--- src/rtl/sort_4x8b_seq_ctrl_if.sv ---
`default_nettype none
// ============================================================================
// Module      : sort_4x8b_seq_ctrl_if
// Description : Handshake and data bundle for the sequential 4-lane sorter.
//               master : word producer / result consumer side
//               slave  : the sorter itself
//   in_valid/in_ready/data_in   : input word handshake (lane i at DATA_W*i)
//   abort                       : cancel an in-flight sort
//   out_valid/out_ready/data_out: sorted result handshake
//   swap_cnt                    : exchanges taken for the current result
//   busy                        : sort in progress
// Revision    : 1.0 - initial release
// ============================================================================
interface sort_4x8b_seq_ctrl_if #(
    parameter int DATA_W = 8
);
    logic                  in_valid;
    logic                  in_ready;
    logic [4*DATA_W-1:0]   data_in;
    logic                  abort;
    logic                  out_valid;
    logic                  out_ready;
    logic [4*DATA_W-1:0]   data_out;
    logic [2:0]            swap_cnt;
    logic                  busy;

    modport master (
        output in_valid, data_in, abort, out_ready,
        input  in_ready, out_valid, data_out, swap_cnt, busy
    );

    modport slave (
        input  in_valid, data_in, abort, out_ready,
        output in_ready, out_valid, data_out, swap_cnt, busy
    );
endinterface
`default_nettype wire

--- src/rtl/sort_4x8b_seq_ctrl.sv ---
`default_nettype none
// ============================================================================
// Module      : sort_4x8b_seq_ctrl
// Description : Sequential bitonic sorter for four DATA_W-bit lanes. One shared
//               compare-exchange unit walks the six steps of the 4-input
//               bitonic network, one step per clock, and counts the swaps.
// Ports       : clk   - clock, rising edge
//               rst_n - asynchronous active-low reset
//               bus   - sort_4x8b_seq_ctrl_if.slave (handshakes, data, status)
//                       The interface DATA_W must match this module's DATA_W.
// Revision    : 1.0 - initial release
// ============================================================================
module sort_4x8b_seq_ctrl #(
    parameter int DATA_W  = 8,
    parameter bit DESCEND = 1'b0    // 1: lane0 ends with the maximum
) (
    input  wire logic              clk,
    input  wire logic              rst_n,
    sort_4x8b_seq_ctrl_if.slave    bus
);

    typedef enum logic [1:0] {
        IDLE = 2'd0,
        SORT = 2'd1,
        DONE = 2'd2
    } state_t;

    localparam logic [2:0] c_LAST_STEP = 3'd5;

    state_t               state_q, state_d;
    logic [4*DATA_W-1:0]  word_q, word_d;
    logic [2:0]           step_q, step_d;
    logic [2:0]           swap_cnt_q, swap_cnt_d;
    logic                 out_valid_q, out_valid_d;

    logic [DATA_W-1:0]    w_lane   [4];
    logic [DATA_W-1:0]    w_lane_x [4];
    logic [4*DATA_W-1:0]  w_word_x;
    logic [1:0]           w_idx_a, w_idx_b;
    logic                 w_asc;
    logic                 w_lo_first;
    logic [DATA_W-1:0]    w_a, w_b;
    logic                 w_swap;
    logic                 w_in_ready;
    logic                 w_accept;

    generate
        for (genvar i = 0; i < 4; i++) begin : g_lane
            assign w_lane[i] = word_q[DATA_W*i +: DATA_W];
            assign w_word_x[DATA_W*i +: DATA_W] = w_lane_x[i];
        end
    endgenerate

    // Network step table: lane pair and whether lane A should end <= lane B
    // in ascending mode. DESCEND flips every sense.
    always_comb begin
        w_idx_a = 2'd0;
        w_idx_b = 2'd1;
        w_asc   = 1'b1;
        case (step_q)
            3'd0: begin w_idx_a = 2'd0; w_idx_b = 2'd1; w_asc = 1'b1; end
            3'd1: begin w_idx_a = 2'd2; w_idx_b = 2'd3; w_asc = 1'b0; end
            3'd2: begin w_idx_a = 2'd0; w_idx_b = 2'd2; w_asc = 1'b1; end
            3'd3: begin w_idx_a = 2'd1; w_idx_b = 2'd3; w_asc = 1'b1; end
            3'd4: begin w_idx_a = 2'd0; w_idx_b = 2'd1; w_asc = 1'b1; end
            3'd5: begin w_idx_a = 2'd2; w_idx_b = 2'd3; w_asc = 1'b1; end
            default: begin w_idx_a = 2'd0; w_idx_b = 2'd1; w_asc = 1'b1; end
        endcase
    end

    // Single shared comparator; strict compare so equal lanes never swap.
    always_comb begin
        w_lo_first = w_asc ^ DESCEND;
        w_a        = w_lane[w_idx_a];
        w_b        = w_lane[w_idx_b];
        w_swap     = w_lo_first ? (w_a > w_b) : (w_b > w_a);
        for (int k = 0; k < 4; k++) begin
            w_lane_x[k] = w_lane[k];
        end
        w_lane_x[w_idx_a] = w_b;
        w_lane_x[w_idx_b] = w_a;
    end

    assign w_in_ready = (state_q == IDLE) || ((state_q == DONE) && bus.out_ready);
    assign w_accept   = bus.in_valid && w_in_ready;

    always_comb begin
        state_d     = state_q;
        word_d      = word_q;
        step_d      = step_q;
        swap_cnt_d  = swap_cnt_q;
        out_valid_d = out_valid_q;
        case (state_q)
            IDLE: begin
                if (w_accept) begin
                    word_d      = bus.data_in;
                    step_d      = 3'd0;
                    swap_cnt_d  = 3'd0;
                    state_d     = SORT;
                end
            end
            SORT: begin
                if (bus.abort) begin
                    state_d    = IDLE;
                    step_d     = 3'd0;
                    swap_cnt_d = 3'd0;
                end else begin
                    if (w_swap) begin
                        word_d     = w_word_x;
                        swap_cnt_d = swap_cnt_q + 3'd1;
                    end
                    if (step_q == c_LAST_STEP) begin
                        state_d     = DONE;
                        step_d      = 3'd0;
                        out_valid_d = 1'b1;
                    end else begin
                        step_d = step_q + 3'd1;
                    end
                end
            end
            DONE: begin
                // in_ready is only high here when out_ready is, so an accept
                // always coincides with the result handshake.
                if (bus.out_ready) begin
                    out_valid_d = 1'b0;
                    if (bus.in_valid) begin
                        word_d     = bus.data_in;
                        step_d     = 3'd0;
                        swap_cnt_d = 3'd0;
                        state_d    = SORT;
                    end else begin
                        state_d = IDLE;
                    end
                end
            end
            default: begin
                state_d     = IDLE;
                step_d      = 3'd0;
                out_valid_d = 1'b0;
            end
        endcase
    end

    always_ff @(posedge clk or negedge rst_n) begin
        if (!rst_n) begin
            state_q     <= IDLE;
            word_q      <= '0;
            step_q      <= 3'd0;
            swap_cnt_q  <= 3'd0;
            out_valid_q <= 1'b0;
        end else begin
            state_q     <= state_d;
            word_q      <= word_d;
            step_q      <= step_d;
            swap_cnt_q  <= swap_cnt_d;
            out_valid_q <= out_valid_d;
        end
    end

    assign bus.in_ready  = w_in_ready;
    assign bus.out_valid = out_valid_q;
    assign bus.data_out  = word_q;
    assign bus.swap_cnt  = swap_cnt_q;
    assign bus.busy      = (state_q == SORT);

endmodule
`default_nettype wire

--- src/flat_wrapper.sv ---
// flat-port wrapper written by rule: the top's interface ports become plain ports
module sort_4x8b_seq_ctrl_flat 
#(
    parameter int DATA_W  = 8,
    parameter bit DESCEND = 1'b0                                     
)
  (clk, rst_n, bus_in_valid, bus_data_in, bus_abort, bus_out_ready, bus_in_ready, bus_out_valid, bus_data_out, bus_swap_cnt, bus_busy);
  sort_4x8b_seq_ctrl_if #(.DATA_W(DATA_W)) bus_i ();
  input  wire logic clk;
  input  wire logic rst_n;
  input wire logic [$bits(bus_i.in_valid)-1:0] bus_in_valid;
  input wire logic [$bits(bus_i.data_in)-1:0] bus_data_in;
  input wire logic [$bits(bus_i.abort)-1:0] bus_abort;
  input wire logic [$bits(bus_i.out_ready)-1:0] bus_out_ready;
  output wire logic [$bits(bus_i.in_ready)-1:0] bus_in_ready;
  output wire logic [$bits(bus_i.out_valid)-1:0] bus_out_valid;
  output wire logic [$bits(bus_i.data_out)-1:0] bus_data_out;
  output wire logic [$bits(bus_i.swap_cnt)-1:0] bus_swap_cnt;
  output wire logic [$bits(bus_i.busy)-1:0] bus_busy;
  assign bus_i.in_valid = bus_in_valid;
  assign bus_i.data_in = bus_data_in;
  assign bus_i.abort = bus_abort;
  assign bus_i.out_ready = bus_out_ready;
  assign bus_in_ready = bus_i.in_ready;
  assign bus_out_valid = bus_i.out_valid;
  assign bus_data_out = bus_i.data_out;
  assign bus_swap_cnt = bus_i.swap_cnt;
  assign bus_busy = bus_i.busy;
  sort_4x8b_seq_ctrl #(.DATA_W(DATA_W), .DESCEND(DESCEND)) u_core (.clk(clk), .rst_n(rst_n), .bus(bus_i));
endmodule
--- config.mk ---
export PLATFORM = sky130hd
export DESIGN_NAME = sort_4x8b_seq_ctrl_flat
export DESIGN_NICKNAME = d
export VERILOG_FILES = /design/src/rtl/sort_4x8b_seq_ctrl_if.sv /design/src/rtl/sort_4x8b_seq_ctrl.sv /design/src/flat_wrapper.sv
export SDC_FILE = /design/constraint.sdc
export NUM_CORES = 1
export LEC_CHECK = 0
export BUFFER_PORTS_ARGS = -buffer_cell sky130_fd_sc_hd__buf_2
export CORE_MARGIN = 4
export CORE_UTILIZATION = 45
export DETAILED_ROUTE_END_ITERATION = 8
export PLACE_DENSITY = 0.8
export SETUP_SLACK_MARGIN = 0.05
export SLEW_MARGIN = 20
export SYNTH_ARGS = -nofsm -noshare
export SYNTH_HDL_FRONTEND = slang
export SYNTH_SLANG_ARGS = --single-unit
--- constraint.sdc ---
create_clock -name clk -period 9.1 [get_ports clk]
set_input_delay 1.365 -clock clk [delete_from_list [all_inputs] [get_ports clk]]
set_output_delay 1.365 -clock clk [all_outputs]
set_load 0.01 [all_outputs]
==> results.ini <==
[run_status]
outcome=complete, no violations

[timing]
fin_tns_setup_ps=0
clock_skew_ps=13.91
worst_pin_slew_ps=1174
fin_hold_ws_ps=516.8
period_minus_slack_ps=3999
fmax_mhz=250.1
hold_violations=0
period_share=0.4395
drv_slew=0
rsz0062_at_grt=no
setup-violations-final=0
maxSlewHeadroom=0.2116

[worst_setup_path]
cp.arrival_ps=4190
worstPathMaxFanout=13
crit_path_max_incr_delay_ps=710
worstSetupPathType=reg2reg
crit_slowest_cell=ha_1
cp.required_ps=9290
crit_chain=inv_2, ha_1, mux4_2, inv_1, ha_1, a211o_1, a21oi_4, nand2_2, a2bb2oi_4, a21oi_4, mux2_4
crit_family=compound AO/OA/AOI/OAI gates
end_kind=flip-flop
path_buf_inv=2
startpoint_type=flip-flop

[yosys]
syn-num-nets=336
synthTopCellsByCount=dfrtp_1 (41), nor2_1 (41), mux2_4 (32), nand2_1 (27), o21ai_0 (15)
synth_top_area_frac=0.3386
seq_area_frac_synth=0.3386
synth-async-reset-ratio=1.000
synth.area.top_cells=dfrtp_1 (34%), mux2_4 (16%), mux4_2 (5.9%)
synth_flop_cell=dfrtp_1
synthCells=288
synth_area_sq_mm=0.003030
synth_cell_type_count=47
yosysTopAreaCell=dfrtp_1
synth-seq-cells=41
yosys_warnings=0
synth_edf_count=0
syn_area_per_cell_sq_um=10.52

[placement]
place_congestion=0.8096
post-dp-hpwl_um=5993
portBuffers=74

[power]
power_density_mw_per_mm2=390.3
ir_drop_uv=176.6
p_leak_nw=1.695

[layout]
area_delta_synth_final_pct=17.80
seq_area_sq_mm=0.001026
multi_input_area_sq_mm=0.001904
layout.nets=407
diodes=0
drive_gt1_frac=0.3917
fillCellCount=576

[flow_run]
maxCapViolCount=0

[floorplanning]
io_pins=75
start_util=0.4692
die_w_um=90.06
coreArea_sq_mm=0.006459
rows=29
die_h_um=90.06
fp.dieArea_sq_mm=0.008111

[detailed_routing]
routedWlPerCell_um=19.43
post_drt_via_cell_ratio=6.037
wirelength_um=8492
vias=2638
ant_nets=0
dr.pass1.iters=4
drc=0
drt_iter0_drc=227

[clock_network]
clock_path_buffers=2
root_buffer=clkbuf_8
clk_pin_slew_worst_paths_ps=80
clk_latency_ps=310
clock_sinks=41
cts_tree=done
cts_max_level=2
holdBufCountCts=0
cts_buffers=5
cts_resized=0
postCtsSetupBuffers=0

[hold_path]
hp-class=reg2reg

[global_route]
use_met3=0.05593
grtUsageTotal=0.2056
antenna_found_initial=0
use_met2=0.3435
met1_usage=0.2623
grt_pass1_vias=2678
grt.busiest_layer=met2
grt_pass1_wl_um=13520
grt_max_degree=46
grt_overflow=0

==> worst register-to-register path: stages (launching register included) <==
cell and delay (ps):
dfrtp_1 450, inv_2 140, ha_1 710, mux4_2 640, inv_1 100, ha_1 250, a211o_1 290, a21oi_4 180
nand2_2 80, a2bb2oi_4 210, a21oi_4 480, mux2_4 350
==> registers in the layout (all words and copies together) (netlist names) <==
signal,cells
u_core.bus.data_out,32
u_core.bus.out_valid,1
u_core.bus.swap_cnt,3
u_core.state_q,2
u_core.step_q,3
==> where the power goes <==
part / internal [W] / total (W) / switching [W] / leakage (nW)
Combinational: 0.000427 / 0.000888 / 0.000461 / 1.13
Clock: 0.0000893 / 0.000161 / 0.0000719 / 0.0574
Sequential: 0.000260 / 0.000344 / 0.0000841 / 0.511
==> per-layer routing <==
layer / up-vias / wire, um
li1: 1221 / -
met1: 1279 / 3548
met2: 126 / 4128
met3: 12 / 714
met4: 0 / 101
met5: - / 0
==> final cells by class <==
type                       instances  area share
clock buffer                       6     0.02313
timing repair buffer              76      0.1080
sequential                        41      0.2874
tap                               77     0.02699
multi-input combinational        225      0.5335
inverter                          10     0.01052
clock inverter                     2     0.01052
==> worst paths after layout <==
check / startpoint / slack (ps) / depth (start not counted) / end
setup / recovery: u_core.step_q[2] / 5100 / 11 / u_core.bus.data_out[7]
hold / removal: u_core.bus.out_valid / 520 / 2 / u_core.bus.out_valid
setup reg to reg: u_core.step_q[2] / 5100 / 11 / u_core.bus.data_out[7]
hold reg to reg: u_core.bus.out_valid / 520 / 2 / u_core.bus.out_valid
max in group asynchronous: rst_n / 7290 / 1 / u_core.bus.data_out[31]
min in group asynchronous: rst_n / 1200 / 1 / u_core.bus.data_out[10]
==> cells in the final DEF, fill, tap and decap left out, types with 2 or more instances in the layout <==
cell and n:
o211ai_1 2, nor2_1 41, clkbuf_8 6, mux4_2 8, nor3_1 8, ha_1 11
buf_2 74, a221oi_1 8, nand4_1 2, nand3_1 2, inv_1 8, a21oi_1 4
a211o_1 3, buf_4 2, a21oi_4 6, inv_2 2, a221o_1 7, o21ai_0 15
dfrtp_1 41, nand2_1 27, o22ai_1 8, a22o_1 7, nor2b_2 2, mux2_4 32
and2_1 3, nor2b_1 2, a21o_1 2, nand2b_1 7
==> per-stage QoR <==
stage / setup slack [ps] / total power [W] / instance area [sq um] / std cells / utilization
global placement: 5248 / 0.001195 / 3450 / 429 / 0.5341
global route: 4905 / 0.001477 / 3570 / 437 / 0.5527
floorplan: 5764 / 0.0009997 / 3030 / 288 / -
CTS: 5126 / 0.001388 / 3570 / 437 / 0.5527
detailed placement: 5142 / 0.001227 / 3450 / 429 / 0.5341
finish: 5101 / 0.001393 / 3570 / 437 / 0.5527
==> cell families after synthesis <==
kind of cell	synth area share
adders and majority gates	0.04542
AOI/OAI and AO/OA	0.2073
and+or+nand+nor	0.1544
buffers and inverters	0.03303
DFF	0.3386
muxes	0.2213
Power figures use the tool's default switching activity.
